<file path="src/rtl/jt51_mmr_q_pkg.sv">
// Shared constants and types for the queued MMR front end: register map,
// default global/forwarded split and the queue entry layout.
package jt51_mmr_q_pkg;

  // Global register map
  localparam logic [7:0] REG_TEST   = 8'h01;
  localparam logic [7:0] REG_NOISE  = 8'h0F;
  localparam logic [7:0] REG_CLKA1  = 8'h10;
  localparam logic [7:0] REG_CLKA2  = 8'h11;
  localparam logic [7:0] REG_CLKB   = 8'h12;
  localparam logic [7:0] REG_TIMER  = 8'h14;
  localparam logic [7:0] REG_LFRQ   = 8'h18;
  localparam logic [7:0] REG_PMDAMD = 8'h19;
  localparam logic [7:0] REG_CTW    = 8'h1B;

  // Addresses below this are handled locally, never forwarded
  localparam logic [7:0] GLOBAL_LIMIT_DEF = 8'h20;

  typedef struct packed {
    logic [7:0] addr;
    logic [7:0] data;
  } wq_entry_t;

  function automatic logic is_global(input logic [7:0] a, input logic [7:0] lim);
    return a < lim;
  endfunction

endpackage

</file>
<file path="src/rtl/jt51_wfifo.sv">
// Synchronous FIFO with clock enable. Head entry is presented from
// registered storage; the caller guarantees no push when full without a pop
// and no pop when empty.
module jt51_wfifo #(
  parameter int unsigned DW    = 16,
  parameter int unsigned DEPTH = 4,
  parameter int unsigned AW    = 2
) (
  input  logic          clk,
  input  logic          rst_n,
  input  logic          cen,
  input  logic          push,
  input  logic          pop,
  input  logic [DW-1:0] din,
  output logic [DW-1:0] head,
  output logic [AW:0]   count,
  output logic          empty
);

  logic [DW-1:0] mem [DEPTH];
  logic [AW-1:0] wr_ptr;
  logic [AW-1:0] rd_ptr;

  // Pointer and occupancy tracking; pointers wrap naturally (DEPTH is 2^AW)
  always_ff @(posedge clk or negedge rst_n) begin
    if (!rst_n) begin
      wr_ptr <= '0;
      rd_ptr <= '0;
      count  <= '0;
    end else if (cen) begin
      if (push) wr_ptr <= wr_ptr + AW'(1);
      if (pop)  rd_ptr <= rd_ptr + AW'(1);
      case ({push, pop})
        2'b10:   count <= count + (AW+1)'(1);
        2'b01:   count <= count - (AW+1)'(1);
        default: count <= count;
      endcase
    end
  end

  // Entry storage; contents are don't-care until written, so no reset
  always_ff @(posedge clk) begin
    if (cen && push) mem[wr_ptr] <= din;
  end

  assign head  = mem[rd_ptr];
  assign empty = (count == '0);

endmodule

</file>
<file path="src/rtl/jt51_mmr_q.sv">
// Queued memory-mapped register front end for the JT51 core. Data-port
// writes are queued with the latched address; global registers are decoded
// locally as the queue drains, everything else is forwarded to the register
// file over a valid/ready handshake.
module jt51_mmr_q
  import jt51_mmr_q_pkg::*;
#(
  parameter int unsigned DEPTH        = 4,
  parameter int unsigned AW           = 2,
  parameter logic [7:0]  GLOBAL_LIMIT = GLOBAL_LIMIT_DEF
) (
  input  logic        clk,
  input  logic        rst_n,
  input  logic        cen,
  input  logic [7:0]  d_in,
  input  logic        write,
  input  logic        a0,
  input  logic        lost_clr,
  output logic        busy,
  output logic        wr_lost,
  output logic [AW:0] level,
  output logic        upd_valid,
  output logic [7:0]  upd_addr,
  output logic [7:0]  upd_data,
  input  logic        upd_ready,
  output logic        ne,
  output logic [4:0]  nfrq,
  output logic [7:0]  lfo_freq,
  output logic [6:0]  lfo_amd,
  output logic [6:0]  lfo_pmd,
  output logic [1:0]  lfo_w,
  output logic        ct1,
  output logic        ct2,
  output logic        lfo_rst,
  output logic [9:0]  value_A,
  output logic [7:0]  value_B,
  output logic        enable_irq_A,
  output logic        enable_irq_B,
  output logic        load_A,
  output logic        load_B,
  output logic        clr_flag_A,
  output logic        clr_flag_B,
  output logic        set_run_A,
  output logic        set_run_B,
  output logic        clr_run_A,
  output logic        clr_run_B,
  output logic        csm
);

  logic [7:0]  addr_lat;
  logic [15:0] head_raw;
  wq_entry_t   head;
  logic        empty;
  logic        head_global;
  logic        exec_global;
  logic        fwd_pop;
  logic        pop;
  logic        data_wr;
  logic        push;
  logic        drop;
  logic [AW:0] next_count;

  jt51_wfifo #(
    .DW    (16),
    .DEPTH (DEPTH),
    .AW    (AW)
  ) u_wfifo (
    .clk   (clk),
    .rst_n (rst_n),
    .cen   (cen),
    .push  (push),
    .pop   (pop),
    .din   ({addr_lat, d_in}),
    .head  (head_raw),
    .count (level),
    .empty (empty)
  );

  assign head = wq_entry_t'(head_raw);

  // Head dispatch and push admission; a pop frees a slot for a same-cycle push
  always_comb begin
    head_global = !empty && is_global(head.addr, GLOBAL_LIMIT);
    upd_valid   = !empty && !head_global;
    upd_addr    = head.addr;
    upd_data    = head.data;
    exec_global = cen && head_global;
    fwd_pop     = cen && upd_valid && upd_ready;
    pop         = exec_global || fwd_pop;
    data_wr     = cen && write && a0;
    push        = data_wr && ((level != (AW+1)'(DEPTH)) || pop);
    drop        = data_wr && !push;
    next_count  = level;
    if (push && !pop) next_count = level + (AW+1)'(1);
    if (pop && !push) next_count = level - (AW+1)'(1);
  end

  // Address latch, busy flag and sticky lost-write flag
  always_ff @(posedge clk or negedge rst_n) begin
    if (!rst_n) begin
      addr_lat <= '0;
      busy     <= 1'b0;
      wr_lost  <= 1'b0;
    end else if (cen) begin
      if (write && !a0) addr_lat <= d_in;
      busy <= (next_count == (AW+1)'(DEPTH));
      if (drop)          wr_lost <= 1'b1;
      else if (lost_clr) wr_lost <= 1'b0;
    end
  end

  // Global register decoder; pulse outputs hold for exactly one cen period
  always_ff @(posedge clk or negedge rst_n) begin
    if (!rst_n) begin
      ne           <= 1'b0;
      nfrq         <= '0;
      lfo_freq     <= '0;
      lfo_amd      <= '0;
      lfo_pmd      <= '0;
      lfo_w        <= '0;
      ct1          <= 1'b0;
      ct2          <= 1'b0;
      lfo_rst      <= 1'b0;
      value_A      <= '0;
      value_B      <= '0;
      enable_irq_A <= 1'b0;
      enable_irq_B <= 1'b0;
      load_A       <= 1'b0;
      load_B       <= 1'b0;
      clr_flag_A   <= 1'b0;
      clr_flag_B   <= 1'b0;
      set_run_A    <= 1'b0;
      set_run_B    <= 1'b0;
      clr_run_A    <= 1'b1;
      clr_run_B    <= 1'b1;
      csm          <= 1'b0;
    end else if (cen) begin
      lfo_rst    <= 1'b0;
      load_A     <= 1'b0;
      load_B     <= 1'b0;
      clr_flag_A <= 1'b0;
      clr_flag_B <= 1'b0;
      set_run_A  <= 1'b0;
      set_run_B  <= 1'b0;
      clr_run_A  <= 1'b0;
      clr_run_B  <= 1'b0;
      csm        <= 1'b0;
      if (exec_global) begin
        case (head.addr)
          REG_TEST:  lfo_rst <= 1'b1;
          REG_NOISE: begin
            ne   <= head.data[7];
            nfrq <= head.data[4:0];
          end
          REG_CLKA1: value_A[9:2] <= head.data;
          REG_CLKA2: value_A[1:0] <= head.data[1:0];
          REG_CLKB:  value_B      <= head.data;
          REG_TIMER: begin
            csm          <= head.data[7];
            clr_flag_B   <= head.data[5];
            clr_flag_A   <= head.data[4];
            enable_irq_B <= head.data[3];
            enable_irq_A <= head.data[2];
            load_B       <= head.data[1];
            load_A       <= head.data[0];
            set_run_B    <= head.data[1];
            set_run_A    <= head.data[0];
            clr_run_B    <= ~head.data[1];
            clr_run_A    <= ~head.data[0];
          end
          REG_LFRQ: lfo_freq <= head.data;
          REG_PMDAMD: begin
            if (head.data[7]) lfo_pmd <= head.data[6:0];
            else              lfo_amd <= head.data[6:0];
          end
          REG_CTW: begin
            ct2   <= head.data[7];
            ct1   <= head.data[6];
            lfo_w <= head.data[1:0];
          end
          default: ;
        endcase
      end
    end
  end

endmodule

</file>
<file path="config.mk">
export PLATFORM = sky130hd
export DESIGN_NAME = jt51_mmr_q
export DESIGN_NICKNAME = d
export VERILOG_FILES = /design/src/rtl/jt51_mmr_q_pkg.sv /design/src/rtl/jt51_wfifo.sv /design/src/rtl/jt51_mmr_q.sv
export SDC_FILE = /design/constraint.sdc
export NUM_CORES = 1
export LEC_CHECK = 0
export CAP_MARGIN = 10
export CORE_MARGIN = 2
export CORE_UTILIZATION = 41
export CTS_BUF_LIST = sky130_fd_sc_hd__clkbuf_8
export DETAILED_ROUTE_END_ITERATION = 12
export GPL_ROUTABILITY_DRIVEN = 0
export PLACE_DENSITY_LB_ADDON = 0.1
export REMOVE_ABC_BUFFERS = 1
export SYNTH_ARGS = -nofsm -noshare
export SYNTH_HDL_FRONTEND = slang
export SYNTH_SLANG_ARGS = --single-unit
</file>
<file path="constraint.sdc">
create_clock -name clk -period 6.7 [get_ports clk]
set_clock_uncertainty 0.15 [all_clocks]
set_input_delay 1.34 -clock clk [delete_from_list [all_inputs] [get_ports clk]]
set_output_delay 1.34 -clock clk [all_outputs]
set_load 0.05 [all_outputs]
</file>
==> results.txt, run 1 <==
The flow ran to the end, and the final reports show no timing, DRC or antenna violations. The worst hold path belongs to the class flip-flop to flip-flop. The number of max-cap violations came out at 0. The worst setup path is launched from a flip-flop. CTS placed an instance of clkbuf_8 at the clock tree root. After clock tree synthesis, the repair step resized 0 gates. The fraction of met1 tracks used by global routing came out at 23.17%. The hold buffer count at cts is 0.

The final wirelength came out at 11.55 mm. The number of levels in the clock H-tree is 4. The total number of placement rows came out at 43. The DRC violation count after routing is 0. met2 is the most crowded layer. After layout, the design draws a total of 2.650 mW. The die area is 14810 sq um. The placed wire-length estimate after detailed placement is 7.632 mm. The number of buffers inserted by port buffering is 98.

The longest individual stage delay on the worst path came out at 910 ps. The remaining antenna violation count after routing came out at 0. The required time of the critical path came out at 5210 ps. Setup violations remaining at the end of the flow were counted as 0.

The most critical setup path has its startpoint at u_wfifo.rd_ptr[1]. The initial antenna violation count came to 0. The biggest area contributor in the post-synthesis netlist is edfxtp_1. The synthesis-to-layout area growth came out at 25.62%. Before CTS, the worst setup slack after placement is 2338 ps. The largest net degree at the start of global routing came out at 78. At the worst endpoint, the arrival time is 3100 ps. Yosys printed 0 warnings. Setup repair after global routing left no endpoint under its margin.

The number of distinct library cells after synthesis is 40. The total overflow left after global routing is 0. The insertion delay of the later-clocked pin in the worst-skew pair is 430 ps.

The fraction of the yosys area taken by sequential cells is 67.81%. The top cell type by area accounts for 33.84% of the synthesized area. The number of DRC markers in iteration 0 came out at 177. The number of fill cells in the layout is 1169. After clock tree synthesis, the clock-pin slew on the worst setup and hold paths is 70 ps. The worst register-to-register path has a depth of 5. Traced cell by cell, the critical path runs through mux4_2, nor3_2, a21oi_1, clkdlybuf4s50_1.

The maximum buffer depth of the clock tree came out at 2. The number of global-route vias before repair is 3126. In this run the most critical hold path is launched from clr_run_A. The final count of pins violating max slew came out at 0.

The number of hold violations in the final report is 0. The setup path with the least slack is of type flip-flop to output port. Dividing the synthesized area by the synthesized cell count gives 17.21 sq um. The worst hold margin came out at 327.3 ps. During I/O placement, the number of pins put on the boundary was 99. The number of buffers added by the clock tree synthesis step is 17. The part of the cycle the worst path needs came out at 68.58%. Summing all flip-flop and latch instances after layout gives 3851 sq um.

For this design, the sink count on the clock tree is 141. The final layout contains 456 nets. The number of buffers and inverters on the critical path is 1. Once the clock tree was built, the setup fixing pass inserted 0 buffers. The pin slew with the least headroom to its limit came out at 1019 ps. The final critical delay including setup and external delays came out at 4595 ps. The max-slew headroom at the worst pin is 32.10%. On the critical path, the stage with the largest delay is an instance of dfrtp_1. Yosys attributes the largest share of cell area to edfxtp_1, dfrtp_1, mux2_2. The minimum setup slack in the final design came out at 2105 ps.

The average via count per standard cell came out at 5.029. Across the VDD grid, the largest voltage drop is 0.1641 mV. In this run the number of cells on the critical path is 4. The met2 track utilization from global routing came out at 25.74%.

After technology mapping, the gate count stands at 330. The worst hold path passes through 2 cells. Dividing the detail-routed wire length by the instance count gives 18.49 microns. The critical register-to-register path startpoint is u_wfifo.rd_ptr[1]. The overall track demand over capacity in global routing came out at 16.82%. The repair_antennas step left the layout with diodes totalling 0. After floorplanning, the core was sized to cover 13720 sq um. For this configuration, the core starts out at a cell density of 41.40%. The die span in y is 121.7 microns. STA classifies the critical path endpoint as an output port. The final total negative setup slack came out at 0 ps.

The area of combinational cells with multiple inputs came out at 1655 sq um. The synthesized netlist occupies a cell area of 5679 sq um. Measured on the finished design, the core utilization comes to 52.00%. The horizontal die dimension came out at 121.7 microns. The first TritonRoute pass finished after 4 iterations. The fraction of layout instances using a drive strength above 1 came out at 23.60%.

The final route contains 3143 vias. The kind of cell with the highest combined delay along the critical path is flip-flops. In this run the worst path has a maximum fanout of 17. The met3 demand-to-capacity share in global routing is 4.916%. The post-synthesis sequential element count came out at 141. The leakage power total is 2.874 nW. The highest achievable clock rate came out at 0.2176 GHz. The first global-routing pass estimated 18.00 mm of wire. The TritonCTS clock tree is done. In this run the power density over the cells is 371.5 nW/um^2.
[sequential cells by signal, summed over array words and instances (netlist names), 2 cells and up]
name	cells
u_wfifo.mem	64
value_A	10
addr_lat	8
lfo_freq	8
value_B	8
lfo_amd	7
lfo_pmd	7
nfrq	5
u_wfifo.count	3
lfo_w	2
u_wfifo.rd_ptr	2
u_wfifo.wr_ptr	2
[cells in the final DEF, fill, tap and decap left out, types with 2 or more instances in the layout]
master / synthesis / routed
a21oi_1: 3 / 3
a31oi_1: 2 / 2
and2_1: 4 / 4
buf_4: 2 / 2
clkbuf_8: 0 / 18
clkdlybuf4s50_1: 0 / 97
clkinv_1: 0 / 4
clkinv_2: 0 / 5
dfrtp_1: 75 / 75
dfstp_2: 2 / 2
edfxtp_1: 64 / 64
ha_1: 9 / 9
inv_1: 21 / 24
mux2_1: 7 / 7
mux2_2: 52 / 52
mux2_4: 2 / 2
mux4_1: 2 / 2
mux4_2: 14 / 14
nand2_1: 4 / 4
nand2b_1: 2 / 2
nand3_1: 2 / 2
nand3b_1: 2 / 2
nand4b_1: 3 / 3
nor2_1: 7 / 7
nor3_2: 2 / 2
nor4_4: 2 / 2
o21ai_0: 2 / 2
o22ai_1: 9 / 9
or3_1: 4 / 4
or4_4: 2 / 2
xnor2_1: 4 / 4
xor2_1: 4 / 4
[final timing paths]
kind,to,slack [ps]
min reg2reg,clr_run_A,330
max in group asynchronous,lfo_freq[5],4810
min in group asynchronous,u_wfifo.wr_ptr[0],930
max reg2reg,u_wfifo.mem[2][2],2770
max,upd_valid,2110
min,clr_run_A,330
[cells by family after synthesis]
group | count (synthesis) | share of synthesized area [%]
DFF | 141 | 67.81
muxes | 78 | 18.88
and+or+nand+nor | 39 | 5.089
buffers and inverters | 37 | 3.040
AOI/OAI and AO/OA | 18 | 1.961
adders and majority gates | 9 | 1.983
xor gates and xnor gates | 8 | 1.234
[per-stage QoR]
stage,std cells,area [sq um]
after floorplan,314,5585
after global placement,593,6797
after detailed placement,593,6797
after CTS,625,7134
after global routing,625,7134
final,625,7134
[report_power, final]
group,switching [mW],leakage [nW],internal (mW)
sequential,0.0728,1.61,0.992
combinational,0.653,1.07,0.345
clock,0.297,0.189,0.290
[synthesized netlist by cell type, drive strengths merged]
| master | instances |
|---|---|
| nand3b | 2 |
| or4 | 2 |
| xnor2 | 4 |
| nand4b | 3 |
| or2 | 1 |
| nor3b | 1 |
| buf | 9 |
| mux2 | 61 |
| mux4 | 16 |
| nor4b | 1 |
| and2 | 4 |
| a31o | 1 |
| ha | 9 |
| a31oi | 2 |
| dfstp | 2 |
| o22ai | 9 |
| inv | 21 |
| nand2 | 4 |
| dfrtp | 75 |
| nand3 | 2 |
| nand2b | 2 |
| xor2 | 4 |
| o41ai | 1 |
| nor4 | 2 |
| clkbuf | 7 |
| nor2b | 1 |
| o21ai | 2 |
| nor3 | 3 |
| or3 | 4 |
| edfxtp | 64 |
| mux2i | 1 |
| nor2 | 7 |
| a21oi | 3 |
[final cells by class]
cell class | count | share of cell area, %
clock inverters | 14 | 1.263
repair buffers | 99 | 13.82
flip-flops and latches | 141 | 53.98
well taps | 180 | 3.157
inverters | 21 | 1.105
clock buffers | 18 | 3.472
multi-input cells | 152 | 23.20
[metal layers]
metal  part of all wire, %  vias up
li1                      -     1430
met1                    46     1612
met2                    48       91
met3                   4.9       10
met4                   1.1        0
met5                     0        -
[tightest hold or removal path: cells and delay by family, from the launching register on]
family	cells	cell delay (ps)
flip-flops	1	370
AO/OA/AOI/OAI	1	60
buffers and inverters	1	40
Power figures use the tool's default switching activity.
==> inputs of run 2 (changes only) <==
==> constraint.sdc (replaced) <==
create_clock -name clk -period 3.7 [get_ports clk]
set_clock_uncertainty 0.15 [all_clocks]
set_input_delay 0.74 -clock clk [delete_from_list [all_inputs] [get_ports clk]]
set_output_delay 0.74 -clock clk [all_outputs]
set_load 0.05 [all_outputs]
==> run 2 against run 1 <==
Combinational power rose by 83%. Design area rose by 2.4%. Sequential cell count did not move. Sequential power rose by 81%. Via count rose by 0.76%. Wire length rose by 1.9%. Critical endpoint is now upd_data[2]. Largest cell class unchanged. Highest routed layer unchanged.
==> results.txt, run 2 (same netlist as run 1, synthesis figures left out) <==
Status: completed (unchanged). The leakage power total is 2.984 nW (was 2.874 nW). The hold buffer count at cts is 0 (unchanged). The average via count per standard cell is 4.964 (was 5.029). Registers with the most flip-flops: u_wfifo.mem (64), value_A (10) (unchanged). The minimum setup slack in the final design came out at 201.3 ps (was 2105 ps). The initial antenna violation count is 0 (unchanged). The worst reg-to-reg path cell count is 10 (was 5). Cell chain of the critical path: buf_4, mux4_2, clkdlybuf4s50_1 (was mux4_2, nor3_2, a21oi_1, clkdlybuf4s50_1). The worst hold margin was 308.8 ps (was 327.3 ps). The beginning of the critical path is u_wfifo.rd_ptr[1] (unchanged). The horizontal die dimension came out at 121.7 microns (unchanged). The number of buffers inserted by port buffering is 98 (unchanged). The clock share of power is 25.3% (was 22.2%).

The required time of the critical path came out at 2810 ps (was 5210 ps). The maximum buffer depth of the clock tree is 2 (unchanged). The worst endpoint data arrival time came to 2610 ps (was 3100 ps).

Unrepaired setup endpoints after global routing: no (unchanged). The number of levels in the clock H-tree is 4 (unchanged). The critical register-to-register path startpoint was u_wfifo.rd_ptr[0] (was u_wfifo.rd_ptr[1]).

The die span in y came out at 121.7 microns (unchanged). The final wirelength is 11.77 mm (was 11.55 mm). The wire length of the first global-routing pass was 18.57 mm (was 18.00 mm). The register-to-register setup slack is 440 ps (was 2770 ps). The number of DRC markers in iteration 0 was 162 (was 177). The highest achievable clock rate came out at 0.2858 GHz. The area of the core region is 13720 sq um (unchanged). The synthesis-to-layout area growth was 28.68% (was 25.62%). The critical path endpoint category is an output port (unchanged). The max-slew headroom at the worst pin is 31.70% (was 32.10%). The pin slew with the least headroom to its limit is 1024 ps (was 1019 ps). The detailed-router iteration count before antenna repair is 6 (was 4).

The overall track demand over capacity in global routing is 17.44% (was 16.82%). The post-CTS setup repair buffer count came out at 0 (unchanged). The cell at the root of the clock tree is clkbuf_8 (unchanged). The switching share of total power came out at 37.01% (was 38.60%). The number of nets at the end of the flow is 469 (was 456). The number of global-route vias before repair came out at 3280 (was 3126).

The largest net degree at the start of global routing came out at 78 (unchanged). The remaining antenna violation count after routing is 0 (unchanged). The worst flop-to-flop path endpoint is busy (was u_wfifo.mem[2][2]).

The number of hold violations in the final report is 0 (unchanged). The net switching power of the design came out at 1.855 mW (was 1.023 mW). The final count of pins violating max slew is 0 (unchanged). The I/O pin count came out at 99 (unchanged). The total number of vias came out at 3167 (was 3143). The capturing element of the worst setup path is upd_data[2] (was upd_valid).

The average wire per cell in the routed design was 18.45 microns (was 18.49 microns). The TritonCTS clock tree was done (unchanged). The relative contribution of sequential cells to total power was 38.2% (was 40.2%). The clock sink total is 141 (unchanged). The power density of the placed cells is 685.8 nW/um^2 (was 371.5 nW/um^2). The number of diodes is 0 (unchanged). The register name with the most flops is u_wfifo.mem (unchanged).

The startpoint type of the worst setup path is a flip-flop (unchanged). The worst voltage drop across the vdd grid came to 0.4082 mV (was 0.1641 mV). The fraction of layout instances using a drive strength above 1 is 26.86% (was 23.60%). The number of flip-flops in the largest register was 64 (unchanged). The number of max-cap violations was 0 (unchanged).

The die area is 14810 sq um (unchanged). The number of buffers added by the clock tree synthesis step is 17 (unchanged). The cell with the largest stage delay on the worst path was clkdlybuf4s50_1 (was dfrtp_1).

The effective utilization at floorplan came out at 41.40% (unchanged). The total of endpoints with negative setup slack in the final report came out at 0 (unchanged). The clock-pin transition on the worst setup and hold timing paths is 70 ps (about the same).

The most frequent standard cell in the layout excluding fill and tap cells is clkdlybuf4s50_1 (unchanged). The longest individual stage delay on the worst path came out at 750 ps (was 910 ps). The share of total power in combinational logic came out at 36.5% (was 37.7%). The insertion delay of the later-clocked pin in the worst-skew pair is 440 ps (was 430 ps). The top fanout value on the critical path is 12 (was 17). The worst slack at placement was 371.4 ps (was 2338 ps).

The placed wire-length estimate after detailed placement is 7.938 mm (was 7.632 mm). The category of the critical setup timing path is flip-flop to output port (unchanged). The total grt overflow is 0 (unchanged). The path class of the lowest-slack min-delay path is input pin to asynchronous set/reset pin (was flip-flop to flip-flop). The final total negative setup slack is 0 ps (unchanged).

The number of gates resized after CTS came out at 0 (unchanged). The internal portion of total power is 3.157 mW (was 1.627 mW). The total number of placement rows came out at 43 (unchanged).

Top library cells by usage in the layout, fill and taps aside: clkdlybuf4s50_1, dfrtp_1, edfxtp_1 (unchanged). The part of the cycle the worst path needs came out at 94.56%. The final critical delay including setup and external delays came out at 3499 ps. The DRC violation count after routing came out at 0 (unchanged).
-- run 2: changes by cell type in the layout (fill, tap and decap cells not counted) --
| cell | previous run | this run |
|---|---|---|
| buf_4 | 2 | 17 |
| bufinv_16 | 1 | 2 |
| clkbuf_8 | 18 | 24 |
| clkdlybuf4s50_1 | 97 | 95 |
| clkinv_1 | 4 | 0 |
| clkinv_2 | 5 | 1 |
| inv_1 | 24 | 25 |
-- run 2: layer usage --
layer | global-route usage, % | up-vias | wire [microns]
met5 | 0 | - | 0
met4 | 7.399 | 0 | 247
met3 | 5.384 | 18 | 686
met2 | 26.76 | 82 | 5480
met1 | 23.18 | 1612 | 5355
li1 | - | 1455 | -
-- run 2: through the flow --
stage | std cells | area, sq um | power (mW) | util [%]
final | 638 | 7308 | 5.012 | 53.27
after global routing | 638 | 7308 | 5.260 | 53.27
after CTS | 638 | 7308 | 5.082 | 53.27
after detailed placement | 606 | 6889 | 3.810 | 50.21
after global placement | 606 | 6889 | 3.786 | 50.21
after floorplan | 314 | 5585 | 3.158 | -
-- run 2: final cells by class --
class / count / area [sq um]
Clock buffer: 24 / 330.3
Multi-Input combinational cell: 152 / 1655
Sequential cell: 141 / 3851
Inverter: 21 / 78.83
Clock inverter: 8 / 88.84
Fill cell: 1165 / 6411
Tap cell: 180 / 225.2
Timing Repair Buffer: 112 / 1079
-- run 2: worst min-delay path by stage --
| stage | startpoint | end | slack (ps) | cells past startpoint |
|---|---|---|---|---|
| after CTS | rst_n | u_wfifo.wr_ptr[0] | 330 | 1 |
| after global placement | clr_run_A | clr_run_A | 320 | 2 |
| after detailed placement | clr_run_A | clr_run_A | 330 | 2 |
| final | rst_n | busy | 310 | 1 |
| after global routing | clr_run_B | clr_run_B | 350 | 2 |
| after floorplan | rst_n | addr_lat[0] | 290 | 0 |
-- run 2: worst max-delay path: cells and delay by family, from the launching register on --
kind | cells | cell delay [ps]
muxes | 1 | 420
buffers and inverters | 2 | 1020
DFF | 1 | 720
-- run 2: power groups by stage --
stage	Sequential (mW)	Clock (mW)	Combinational, mW
after detailed placement	1.95	0	1.86
after floorplan	2.17	0	0.988
final	1.92	1.27	1.83
after global routing	1.94	1.36	1.96
after CTS	1.92	1.30	1.86
after global placement	1.94	0	1.84
==> inputs of run 3 (changes only) <==
--- a/config.mk
+++ b/config.mk
@@ -6,7 +6,6 @@
 export NUM_CORES = 1
 export LEC_CHECK = 0
 export CAP_MARGIN = 10
-export CORE_MARGIN = 2
 export CORE_UTILIZATION = 41
 export CTS_BUF_LIST = sky130_fd_sc_hd__clkbuf_8
 export DETAILED_ROUTE_END_ITERATION = 12
==> run 3 against run 2 <==
Clock power fell by 6%. Cell count fell by 0.47%. Maximum frequency fell by 0.65%. Global-route usage hardly changed. Design area fell by 0.41%. Combinational power barely moved. Critical path depth stayed put. Worst hold slack gained 16 ps. Register-to-register slack worse by 50 ps. Power fell by 1.1%. Count of clock-buffer cells in the layout is 6 lower. Largest cell class unchanged. Largest power group unchanged.
==> results.txt, run 3 (same netlist as run 1, synthesis figures left out) <==
The share of total power in combinational logic is 37.5% (was 36.5%). The top fanout value on the critical path came out at 6 (was 12). The number of buffers and inverters on the critical path is 2 (unchanged). The part of the cycle the worst path needs came out at 95.18% (was 94.56%). The final total negative setup slack is 0 ps (unchanged). The number of global-route vias before repair came out at 3238 (was 3280). The number of DRC markers in iteration 0 came to 184 (was 162). The hold buffer count at cts came out at 0 (unchanged). The total number of placement rows was 42 (was 43). The most frequent standard cell in the layout excluding fill and tap cells was clkdlybuf4s50_1 (unchanged). The DRC violation count after routing is 0 (unchanged).

The die area came out at 14330 sq um (was 14810 sq um). Cell chain of the critical path: buf_4, mux4_1, clkdlybuf4s50_1 (was buf_4, mux4_2, clkdlybuf4s50_1). The number of buffers added by the clock tree synthesis step is 17 (unchanged). The horizontal die dimension is 119.7 microns (was 121.7 microns). The die span in y is 119.7 microns (was 121.7 microns). The longest individual stage delay on the worst path is 760 ps (was 750 ps). The wire length of the first global-routing pass was 18.20 mm (was 18.57 mm). The I/O pin count is 99 (unchanged). The highest achievable clock rate came to 0.2840 GHz (was 0.2858 GHz). The effective utilization at floorplan is 42.38% (was 41.40%).

The pin slew with the least headroom to its limit was 1024 ps (about the same). The largest net degree at the start of global routing was 78 (unchanged). Top library cells by usage in the layout, fill and taps aside: clkdlybuf4s50_1, dfrtp_1, edfxtp_1 (unchanged). The synthesis-to-layout area growth came to 28.16% (was 28.68%). The number of flip-flops in the largest register is 64 (unchanged). The placed wire-length estimate after detailed placement is 7.826 mm (was 7.938 mm).

The average wire per cell in the routed design is 18.09 microns (was 18.45 microns). The max-slew headroom at the worst pin is 31.74% (was 31.70%). The post-CTS setup repair buffer count came out at 0 (unchanged).

The startpoint type of the worst setup path was a flip-flop (unchanged). The switching share of total power is 37.34% (was 37.01%). The number of buffers inserted by port buffering was 98 (unchanged). The critical path endpoint category is an output port (unchanged).

The number of gates resized after CTS came out at 0 (unchanged). The fraction of layout instances using a drive strength above 1 is 26.80% (was 26.86%). The TritonCTS clock tree is done (unchanged). The power density of the placed cells is 681.3 nW/um^2 (was 685.8 nW/um^2). The number of max-cap violations is 0 (unchanged). The total number of vias is 3171 (was 3167). The number of levels in the clock H-tree was 4 (unchanged). The worst hold margin was 325.1 ps (was 308.8 ps). The total grt overflow is 0 (unchanged). The leakage power total is 2.981 nW (was 2.984 nW). The required time of the critical path is 2810 ps (about the same). Registers with the most flip-flops: u_wfifo.mem (64), value_A (10) (unchanged). The final critical delay including setup and external delays is 3522 ps (was 3499 ps). The net switching power of the design is 1.852 mW (was 1.855 mW).

The remaining antenna violation count after routing is 0 (unchanged). The category of the critical setup timing path is flip-flop to output port (unchanged). The final wirelength was 11.49 mm (was 11.77 mm). The path class of the lowest-slack min-delay path is input pin to asynchronous set/reset pin (unchanged). The area of the core region came out at 13400 sq um (was 13720 sq um). The cell area after layout came out at 7278 sq um (was 7308 sq um). The insertion delay of the later-clocked pin in the worst-skew pair came to 440 ps (about the same).

The clock share of power came out at 24.2% (was 25.3%). Status: completed (unchanged). The dominant delay contributor by cell family on the critical path is buffers and inverters (unchanged). The cell with the largest stage delay on the worst path is clkdlybuf4s50_1 (unchanged). The number of hold violations in the final report is 0 (unchanged). The worst voltage drop across the vdd grid came to 0.3200 mV (was 0.4082 mV). The number of diodes came out at 0 (unchanged). The register name with the most flops was u_wfifo.mem (unchanged). The maximum buffer depth of the clock tree is 2 (unchanged).

The detailed-router iteration count before antenna repair came out at 4 (was 6). Unrepaired setup endpoints after global routing: no (unchanged). The average via count per standard cell came out at 4.994 (was 4.964). The total of endpoints with negative setup slack in the final report came out at 0 (unchanged).

The relative contribution of sequential cells to total power came to 38.3% (was 38.2%). The overall track demand over capacity in global routing was 17.46% (was 17.44%). The worst endpoint data arrival time was 2630 ps (was 2610 ps). The internal portion of total power is 3.107 mW (was 3.157 mW). The cell at the root of the clock tree is clkbuf_8 (unchanged). The clock sink total is 141 (unchanged).

The final count of pins violating max slew is 0 (unchanged). The initial antenna violation count came out at 0 (unchanged). The clock-pin transition on the worst setup and hold timing paths was 70 ps (about the same). The number of nets at the end of the flow is 470 (was 469). The total placed instance area is 6892 sq um (was 6889 sq um).
-- run 3: changes by cell type in the layout (fill, tap and decap cells not counted), sizes merged --
cell and change:
clkbuf -6, clkinv +4, buf +1, bufinv +1, inv +1
-- run 3: power by group through the flow --
| stage | logic (mW) | clock network, mW | registers [mW] |
|---|---|---|---|
| after floorplan | 0.988 | 0 | 2.17 |
| after global placement | 1.87 | 0 | 1.92 |
| after detailed placement | 1.88 | 0 | 1.93 |
| after CTS | 1.88 | 1.23 | 1.90 |
| after global routing | 1.97 | 1.30 | 1.92 |
| final | 1.86 | 1.20 | 1.90 |
-- run 3: stage by stage --
step	std cells	utilization, %	setup WS (ps)	power (mW)
floorplan	314	-	44.18	3.158
global placement	603	51.43	449.6	3.794
detailed placement	603	51.43	378.5	3.810
CTS	635	54.31	105.8	5.015
global route	635	54.31	64.91	5.185
finish	635	54.31	178.5	4.959
-- run 3: worst paths after layout --
path                                   start          end  slack [ps]  cells after the start
max                        u_wfifo.rd_ptr[0]  upd_addr[4]         180                      3
max reg2reg                u_wfifo.rd_ptr[0]         busy         390                     10
min in group clk                   clr_run_B    clr_run_B         330                      2
min                                    rst_n         busy         330                      1
min reg2reg                        clr_run_B    clr_run_B         330                      2
max in group asynchronous              rst_n   value_B[0]        2400                      1
-- run 3: worst register-to-register path, delay by kind of cell, from the launching register on --
| family | cells | cell delay, ps |
|---|---|---|
| fa+ha+maj | 1 | 280 |
| simple gates | 2 | 550 |
| flops | 1 | 490 |
| mux | 1 | 610 |
| buf+inv | 2 | 310 |
| compound gates | 4 | 820 |
-- run 3: final cells by class --
class / instances / area (sq um)
clock inverter: 14 / 138.9
fill: 1109 / 6122
tap: 176 / 220.2
multi-input combinational: 152 / 1655
clock buffer: 18 / 247.7
sequential: 141 / 3851
inverter: 21 / 78.83
timing repair buffer: 113 / 1086
-- run 3: routing by layer --
metal	track usage, %	up-vias	share of wire (%)
li1	-	1448	-
met1	23.33	1634	46
met2	27.28	77	48
met3	4.895	12	4.3
met4	6.328	0	1.3
met5	0	-	0
